[src/rtl/hazard_scheduler.sv]
// hazard_scheduler: pipeline hazard controller for the 5-stage RISC-V core.
// It drives the front-end write enables, bubbles and flushes. It also owns the
// fixed-latency mul/div unit's issue handshake, latency counter, destination
// scoreboard and its single-cycle claim of the register-file write port.
//
// Optional build macro: HAZARD_PERF_CNT_EN adds the StallCycles output. This is
// a saturating count of cycles in which the PC was not updated.

module hazard_scheduler #(
    parameter int MD_LATENCY = 4,
    parameter int CNT_W      = 4
) (
    input  logic        clk,
    input  logic        reset_n,
    input  logic [4:0]  IDRS1,
    input  logic [4:0]  IDRS2,
    input  logic        IDEXMemRead,
    input  logic [4:0]  IDEXRD,
    input  logic        EXMDStart,
    input  logic [4:0]  EXMDRD,
    input  logic        BranchTaken,
    output logic        PCWrite,
    output logic        IFIDWrite,
    output logic        IDEXBubble,
    output logic        IFIDFlush,
    output logic        IDEXFlush,
    output logic        PipeFreeze,
    output logic        MDBusy,
    output logic        MDWriteEn,
`ifdef HAZARD_PERF_CNT_EN
    output logic [4:0]  MDWriteRD,
    output logic [31:0] StallCycles
`else
    output logic [4:0]  MDWriteRD
`endif
);

    typedef enum logic [1:0] {
        IDLE = 2'd0,
        BUSY = 2'd1,
        WB   = 2'd2
    } md_state_t;

    md_state_t         state_q, state_d;
    logic [CNT_W-1:0]  cnt_q, cnt_d;
    logic [4:0]        rd_q, rd_d;
    logic [31:0]       pending_q, pending_d;

    logic mdAccept;
    logic structStall;
    logic freeze;
    logic loadUse;
    logic pendingHit;
    logic acceptHit;
    logic decodeStall;

    // Hazard detection terms that feed the output priority logic.
    always_comb begin
        mdAccept    = EXMDStart && (state_q == IDLE);
        structStall = EXMDStart && (state_q != IDLE);
        freeze      = structStall || (state_q == WB);
        loadUse     = IDEXMemRead && (IDEXRD != 5'd0)
                      && ((IDEXRD == IDRS1) || (IDEXRD == IDRS2));
        pendingHit  = pending_q[IDRS1] || pending_q[IDRS2];
        acceptHit   = mdAccept && (EXMDRD != 5'd0)
                      && ((EXMDRD == IDRS1) || (EXMDRD == IDRS2));
        decodeStall = loadUse || pendingHit || acceptHit;
    end

    // The mul/div sequencer's next state. It accepts in IDLE, counts down in
    // BUSY, and then spends exactly one cycle in WB holding the write port.
    always_comb begin
        state_d   = state_q;
        cnt_d     = cnt_q;
        rd_d      = rd_q;
        pending_d = pending_q;
        case (state_q)
            IDLE: begin
                if (mdAccept) begin
                    rd_d    = EXMDRD;
                    cnt_d   = CNT_W'(MD_LATENCY - 1);
                    state_d = BUSY;
                    if (EXMDRD != 5'd0) begin
                        pending_d[EXMDRD] = 1'b1;
                    end
                end
            end
            BUSY: begin
                if (cnt_q == CNT_W'(1)) begin
                    state_d = WB;
                end else begin
                    cnt_d = cnt_q - CNT_W'(1);
                end
            end
            WB: begin
                pending_d[rd_q] = 1'b0;
                state_d         = IDLE;
            end
            default: begin
                state_d = IDLE;
            end
        endcase
        // x0 is hard-wired to zero, so it can never be a real hazard.
        pending_d[0] = 1'b0;
    end

    // Mul/div state, counter, latched destination and scoreboard registers.
    always_ff @(posedge clk or negedge reset_n) begin
        if (!reset_n) begin
            state_q   <= IDLE;
            cnt_q     <= '0;
            rd_q      <= 5'd0;
            pending_q <= 32'd0;
        end else begin
            state_q   <= state_d;
            cnt_q     <= cnt_d;
            rd_q      <= rd_d;
            pending_q <= pending_d;
        end
    end

    // Front-end control uses this priority: a freeze first, then a taken-branch
    // flush, then a decode stall. While reset is held, the front end runs freely.
    always_comb begin
        PCWrite    = 1'b1;
        IFIDWrite  = 1'b1;
        IDEXBubble = 1'b0;
        IFIDFlush  = 1'b0;
        IDEXFlush  = 1'b0;
        PipeFreeze = 1'b0;
        if (!reset_n) begin
            PCWrite   = 1'b1;
            IFIDWrite = 1'b1;
        end else if (freeze) begin
            PCWrite    = 1'b0;
            IFIDWrite  = 1'b0;
            PipeFreeze = 1'b1;
        end else if (BranchTaken) begin
            IFIDFlush = 1'b1;
            IDEXFlush = 1'b1;
        end else if (decodeStall) begin
            PCWrite    = 1'b0;
            IFIDWrite  = 1'b0;
            IDEXBubble = 1'b1;
        end
    end

    // Mul/div status and write-port claim, all derived from registered state.
    always_comb begin
        MDBusy    = (state_q != IDLE);
        MDWriteEn = (state_q == WB);
        MDWriteRD = rd_q;
    end

`ifdef HAZARD_PERF_CNT_EN
    logic [31:0] stallCycles_q, stallCycles_d;

    // Saturating count of every cycle in which the PC was held.
    always_comb begin
        stallCycles_d = stallCycles_q;
        if (!PCWrite && (stallCycles_q != 32'hFFFF_FFFF)) begin
            stallCycles_d = stallCycles_q + 32'd1;
        end
    end

    // Register for the stall-cycle counter.
    always_ff @(posedge clk or negedge reset_n) begin
        if (!reset_n) begin
            stallCycles_q <= 32'd0;
        end else begin
            stallCycles_q <= stallCycles_d;
        end
    end

    assign StallCycles = stallCycles_q;
`endif

endmodule

[config.mk]
export PLATFORM = sky130hd
export DESIGN_NAME = hazard_scheduler
export DESIGN_NICKNAME = d
export VERILOG_FILES = /design/src/rtl/hazard_scheduler.sv
export SDC_FILE = /design/constraint.sdc
export NUM_CORES = 1
export LEC_CHECK = 0
export CAP_MARGIN = 20
export CORE_ASPECT_RATIO = 2
export CORE_MARGIN = 2
export CORE_UTILIZATION = 55
export DETAILED_ROUTE_END_ITERATION = 10
export PLACE_DENSITY_LB_ADDON = 0.3
export SKIP_LAST_GASP = 1
export SLEW_MARGIN = 20
export SYNTH_ARGS = -nofsm -noshare
export SYNTH_HDL_FRONTEND = slang
export SYNTH_SLANG_ARGS = --single-unit
export TNS_END_PERCENT = 1
[constraint.sdc]
create_clock -name clk -period 2.58 [get_ports clk]
set_input_delay 0.387 -clock clk [delete_from_list [all_inputs] [get_ports clk]]
set_output_delay 0.387 -clock clk [all_outputs]
set_load 0.005 [all_outputs]
==> impl_results.md, run 1 <==
* Switching Fraction at roughly 39%
* First-pass iteration count of the detailed router at 5
* Global-route wire length before repair at about 13 mm
* CP arrival at roughly 2200 ps
* Clock power share at 14.9%
* CTS Buf Count at 5
* Initial DRC count at 93
* Area Overhead vs Synth at 27.9%
* Clock sinks at 42
* Ports at 38
* Vias in the first global route at 2,684
* Comb power frac at approximately 42%
* Critical Path Sink Type: primary output
* Grt ovf at 0
* DRC Markers at 0
* DR top layer: met4
* Syn Inst Count at 303
* Fin crit period at between 2000 and 3000 ps
* Slew margin rel. at between 40% and 50%
* RSZ-0062 raised after global routing: true
* DIE AREA at between 5000 and 6000 um2
* Reg clk slew, reported paths at 70 ps
* Skew final at 1.61 ps
* Vias per inst at 6.42
* Sequential share of power at between 40% and 50%
* Routed length on met3 at just over 500 um
* Crit Path Class: primary input to primary output
* Rows at 36
* Root Buffer: clkbuf_8
* RR Endpoint: pending_q[24]$_DFFE_PN0P_
* Leakage Power at 1.64 nW
* Initial core utilization at a little under three fifths
* Most common cell after layout, fill and taps aside: a21oi_1
* CTS Buffer Depth at 2
* Worst Setup Start Kind: primary input
* Worst-Skew Late Latency at 290 ps
* Final core area utilization at ~74%
* WL per Instance at 20.3 um
* Hold Path Class: primary input to async pin
* Syn Area/Cell at between 9 and 10 um2
* Tightest Pin Transition at 747 ps
* Routability cong. at 0.829
* Cell total after placement at between 400 and 500
* Critical path destination: PCWrite
* Worst slack, placed at -614 ps
* H-tree Lvls at 2
* Max Fclk at about 380 MHz
* R2R Path Start: state_q[0]$_DFFE_PN0P_
* Pwr/cell area at between 700 and 800 nW/um2
* Mapped cell area at ~2800 um2
* Final setup fails at 2
* P_int at 1.63 mW
* Synth Register Bits at 42
* Antenna-violating nets left at 0
* CTS tree: built
* Hold Violations, Final at 0
* Ys Warns at 0
* Max-cap check violation count at 0
* Core area at ~4900 um2
* Finished Cell Area at between 3000 and 4000 um2
* Chip width at approximately 54 um
* Reg2reg setup slack at roughly 780 ps
* Peak VDD IR at about 0.00065 V
* Failing checks: setup timing
* Fin. max-slew vios at 0
* PnR worst setup slack at -46.3 ps
* Post-Syn Nets at 330
* Layout Nets at 397
* Antenna violations before repair at 0
* Ant. Diodes at 0
* Crit path launch: IDEXRD[1]
* Status: complete, but fails checks
* R2R depth at 4
* Largest net degree at the start of global routing at 20
* CP Max Fanout at 2
* FILL cells at 359
* Commonest non-fill, non-tap cells in the layout: 57 x a21oi_1, 42 x dfrtp_1, 41 x buf_4
* Input/output buffers at 37
* Sequential area share after synthesis at between 30% and 40%
* Critical Path RT at 2190 ps
* Dpl hpwl at about 6.5 mm
* Final Cycle Share at 102%
* Yosys cell types at 45
* WL met2 at about 4.7 mm
* Layout cells sized above 1 at between 20% and 30%
* Via Count at around 2.7k
* Routed wire length at around 8.7 mm
* Post-DP Area at about 3400 um2
* Layout Cells excl Fill at about 430
* Net Sw Power at ~1.0 mW
* Global-route usage over all layers at a little under a third
* Die Height at 105 um
* M1 WL at between 2 and 3 mm
## cells in the mapped netlist, drive strengths merged
library cell	count	share of area (%)
or4	1	0.27
mux2i	12	4.3
dfrtp	42	38
mux4	7	6.0
a21oi	57	10
and3b	1	0.31
a211oi	3	0.80
a32o	2	0.72
nand4	2	0.45
o221ai	1	0.54
nand2b	4	0.89
a22o	2	0.63
xnor2	13	4.1
mux2	2	0.94
a221oi	4	1.3
a41oi	1	0.58
o21ai	1	0.18
a2111oi	1	0.31
and4b	1	0.36
o2111ai	1	0.31
nor2	18	2.4
a31oi	4	0.89
and2	1	0.22
o211ai	1	0.27
and3	7	1.6
xor2	9	2.8
nor4	3	0.67
nor3	7	1.3
nand4b	2	0.63
and2b	1	0.27
inv	4	0.54
nand2	33	4.4
buf	15	4.1
o21a	2	0.54
nor4b	1	0.54
nand3	10	1.8
nor3b	7	2.1
ha	2	0.89
clkbuf	7	0.94
nor2b	11	2.5
## power groups by stage
stage / logic (mW) / registers, mW / clock network [mW]
2_1_floorplan: 0.718 / 1.05 / 0
3_5_place_dp: 1.07 / 1.16 / 0
4_1_cts: 1.09 / 1.15 / 0.398
3_3_place_gp: 1.04 / 1.15 / 0
5_1_grt: 1.21 / 1.19 / 0.420
6_report: 1.11 / 1.16 / 0.397
## per-layer routing
metal | track usage, % | up-vias
met5 | 0 | -
met3 | 4.57 | 34
met1 | 31.8 | 1334
met4 | 18.6 | 0
li1 | - | 1233
met2 | 55.9 | 140
## registers in the layout, indices dropped and copies added (netlist names)
signal     flops
cnt_q          4
MDWriteRD      5
state_q        2
pending_q     31
## stage by stage
stage / hold slack (ps) / total power, mW / TNS (ps)
detailed placement: 285 / 2.23 / -1730
CTS: 511 / 2.64 / -150
finish: 506 / 2.67 / -91.1
global placement: 290 / 2.19 / -1830
global route: 545 / 2.82 / -345
floorplan: 91.4 / 1.76 / 0
## cell type report
type / instances / area (um2) / share of cell area (%)
Sequential cell: 42 / 1050 / 29.4
Clock buffer: 7 / 76.3 / 2.13
Multi-Input combinational cell: 235 / 1670 / 46.6
Tap cell: 57 / 71.3 / 1.99
Timing Repair Buffer: 82 / 698 / 19.5
Inverter: 4 / 15.0 / 0.420
## worst min-delay path by stage
stage             from  slack (ps)  cells past startpoint                   endpoint
2_1_floorplan  reset_n          90                      0   MDWriteRD[0]$_DFFE_PN0P_
3_3_place_gp   reset_n         290                      1  pending_q[30]$_DFFE_PN0P_
3_5_place_dp   reset_n         290                      1  pending_q[30]$_DFFE_PN0P_
4_1_cts        reset_n         510                      2  pending_q[29]$_DFFE_PN0P_
5_1_grt        reset_n         540                      2  pending_q[30]$_DFFE_PN0P_
6_report       reset_n         510                      2  pending_q[30]$_DFFE_PN0P_
## what timing repair did
| item | CTS | global route |
|---|---|---|
| hold endpoints to repair | 7 | 0 |
| setup endpoints to repair | 3 | 3 |
| pin swaps | 8 | 4 |
| setup buffers | 1 | 0 |
| hold buffers | 1 | 0 |
| gates resized for setup | 37 | 17 |
| gates cloned | 0 | 0 |
## cell families after synthesis
group	after synthesis	synth area share [%]
flops	42	37.6
fa+ha+maj	2	0.894
mux	21	11.3
compound gates	80	17.2
buf+inv	26	5.59
xor+xnor	22	6.89
simple gates	110	20.6
## worst max-delay path: stages
cell and delay [ps]:
clkdlybuf4s50_1 430, or4_4 560, o221ai_4 170, nand4_1 150
buf_4 160, o211ai_1 220, buf_2 160
Note: power is estimated with default switching activity, not from simulation.
==> inputs of run 2 (changes only) <==
--- a/config.mk
+++ b/config.mk
@@ -5,9 +5,10 @@
 export SDC_FILE = /design/constraint.sdc
 export NUM_CORES = 1
 export LEC_CHECK = 0
+export ABC_AREA = 0
 export CAP_MARGIN = 20
 export CORE_ASPECT_RATIO = 2
-export CORE_MARGIN = 2
+export CORE_MARGIN = 5
 export CORE_UTILIZATION = 55
 export DETAILED_ROUTE_END_ITERATION = 10
 export PLACE_DENSITY_LB_ADDON = 0.3
==> run 2 against run 1 <==
  * The flow still finishes with violations (setup timing)
  * Power is 8.7% higher
  * Global-route usage shrank 0.35 points
  * Clock power up 6.8%
  * Sequential power barely moved
  * Setup slack gained 26 ps
  * Sequential share of layout area shrank 2.0 points
  * Non-clock buffer count is 26 higher
  * Largest power group is now combinational logic
==> impl_results.md, run 2 (synthesis gave the netlist of run 1 again) <==
* Via Count at 2,954 (+7.8%)
* CTS Buffer Depth at 2 (unchanged)
* Ant. Diodes at 0 (unchanged)
* Vias in the first global route at 3,088 (+15%)
* Register with the most flip-flops: pending_q
* Comb power frac at 45.4% (+3.9 points)
* Setup TNS at -20.3 ps (+70.8 ps)
* Hold slack at 241 ps (-265 ps)
* Routability cong. at 0.948 (+14%)
* Net Sw Power at 1.13 mW (+9.4%)
* Tightest Pin Transition at 783 ps (+35.4 ps)
* Failing checks: setup timing
* H-tree Lvls at 2 (unchanged)
* Hold Violations, Final at 0 (unchanged)
* Critical Path RT at 2190 ps (about the same)
* Final setup fails at 1 (-1)
* Worst-Skew Late Latency at 300 ps (about the same)
* Clock power share at 14.6% (-0.3 points)
* Global-route wire length before repair at 15.4 mm (+20%)
* Hold Path Class: primary input to async pin
* Skew final at 7.31 ps (+5.71 ps)
* Layout Nets at 423 (+6.5%)
* Die Height at 111 um (+5.7%)
* Sequential share of power at 40.0% (-3.6 points)
* Slew margin rel. at 47.6% (-2.4 points)
* Multi-input logic area at 1700 um2 (+2.0%)
* Status: complete, but fails checks
* Root Buffer: clkbuf_8
* Max reg flops at 31 (unchanged)
* Ports at 38 (unchanged)
* Vias per inst at 6.54 (+1.8%)
* Final core area utilization at 78.2% (+4.6 points)
* WL per Instance at 22.0 um (+8.3%)
* PnR worst setup slack at -20.3 ps (+26.1 ps)
* FILL cells at 329 (-8.4%)
* Antenna-violating nets left at 0 (unchanged)
* Input/output buffers at 37 (unchanged)
* Largest net degree at the start of global routing at 43 (+110%)
* CTS Buf Count at 5 (unchanged)
* Rows at 36 (unchanged)
* Worst Setup Start Kind: primary input
* Dpl hpwl at 6.83 mm (+4.7%)
* Initial DRC count at 161 (+73%)
* Commonest non-fill, non-tap cells in the layout: 61 x buf_4, 56 x a21oi_1, 42 x dfrtp_1
* Pwr/cell area at 756 nW/um2 (+1.3%)
* CTS tree: built
* DRC Markers at 0 (unchanged)
* Max Fclk at 385 MHz (+1.0%)
* Routed wire length at 9.94 mm (+15%)
* Clock sinks at 42 (unchanged)
* Grt ovf at 0 (unchanged)
* Register area at 1050 um2 (unchanged)
* RSZ-0062 raised after global routing: true
* Final Cycle Share at 101% (-1.0 points)
* Switching Fraction at 39.1% (+0.27 points)
* Reg clk slew, reported paths at 80 ps (about the same)
* Peak VDD IR at 0.000659 V (+1.0%)
* Chip width at 60.4 um (+11%)
* Global-route usage over all layers at 31.1% (-0.35 points)
* P_int at 1.77 mW (+8.2%)
* Total power at 2.90 mW (+8.7%)
* Fin. max-slew vios at 0 (unchanged)
* Critical Path Sink Type: primary output
* Most common cell after layout, fill and taps aside: buf_4
* Antenna violations before repair at 0 (unchanged)
* Core area at 4910 um2 (+0.93%)
* Cts hold-fix bufs at 0 (-1)
* DIE AREA at 6700 um2 (+17%)
* CP arrival at 2210 ps (-30 ps)
* Fin crit period at 2600 ps (-26.1 ps)
* Max-cap check violation count at 0 (unchanged)
* Leakage Power at 1.77 nW (+7.7%)
* Area Overhead vs Synth at 37.2%
* Crit Path Class: primary input to primary output
* Layout cells sized above 1 at 27.8% (+6.8 points)
* First-pass iteration count of the detailed router at 5 (unchanged)
* Initial core utilization at 57.0% (-0.53 points)
* CP Max Fanout at 5 (+3)
-- run 2: cell types whose count changed in the layout (fill, tap and decap cells not counted), moves of 2 or more --
cell             delta
buf_6               +5
dlygate4sd2_1       -5
dlymetal6s2s_1      -2
clkdlybuf4s50_1     +7
buf_4              +20
clkbuf_1            -2
-- run 2: layer usage --
metal	share of wire (%)	wire, um	track usage (%)
met5	0	0	0
met4	10	997	27.4
met3	8.2	811	6.53
met2	51	5070	50.5
met1	31	3060	31.3
-- run 2: per-stage QoR --
stage               instances  area [um2]  setup WS, ps
global route              452        3840         -82.8
global placement          426        3490          -566
finish                    452        3840         -20.3
CTS                       449        3810         -2.09
floorplan                 303        2800           405
detailed placement        426        3490          -643
-- run 2: area by class of cell --
| cell class | instances | share of cell area (%) |
|---|---|---|
| Tap cell | 57 | 1.86 |
| Multi-Input combinational cell | 235 | 44.2 |
| Timing Repair Buffer | 108 | 24.0 |
| Inverter | 4 | 0.391 |
| Sequential cell | 42 | 27.4 |
| Clock buffer | 6 | 2.15 |
-- run 2: worst paths after layout --
path | slack [ps] | start | end | cells after the start
worst max-delay path | -20 | EXMDRD[3] | PCWrite | 9
worst min-delay path | 240 | reset_n | pending_q[21]$_DFFE_PN0P_ | 2
worst max register to register | 720 | state_q[0]$_DFFE_PN0P_ | pending_q[3]$_DFFE_PN0P_ | 6
worst min register to register | 540 | pending_q[24]$_DFFE_PN0P_ | pending_q[24]$_DFFE_PN0P_ | 1
max in group asynchronous | 1950 | reset_n | cnt_q[3]$_DFFE_PN0P_ | 2
min in group clk | 540 | pending_q[24]$_DFFE_PN0P_ | pending_q[24]$_DFFE_PN0P_ | 1
-- run 2: power by group through the flow --
stage                     registers [mW]  logic [mW]  clock network (mW)
after floorplan                     1.05       0.718                   0
after global placement              1.15        1.08                   0
after detailed placement            1.16        1.12                   0
after CTS                           1.14        1.28               0.424
after global routing                1.18        1.43               0.446
final                               1.16        1.32               0.424
-- run 2: timing repair --
action                     4_1_cts  5_1_grt
resized for setup               50        7
setup endpoints to repair        3        3
pin swaps                       15        4
buffers inserted                18        3
cloned                           1        0
hold endpoints to repair         0        0
-- run 2: worst max-delay path, cell delays in order --
cell and delay [ps]:
clkdlybuf4s50_1 480, buf_6 150, xor2_1 180, nor3_1 70, o21ai_1 200, buf_4 160
nand4_1 110, o211ai_1 250, clkdlybuf4s15_1 240
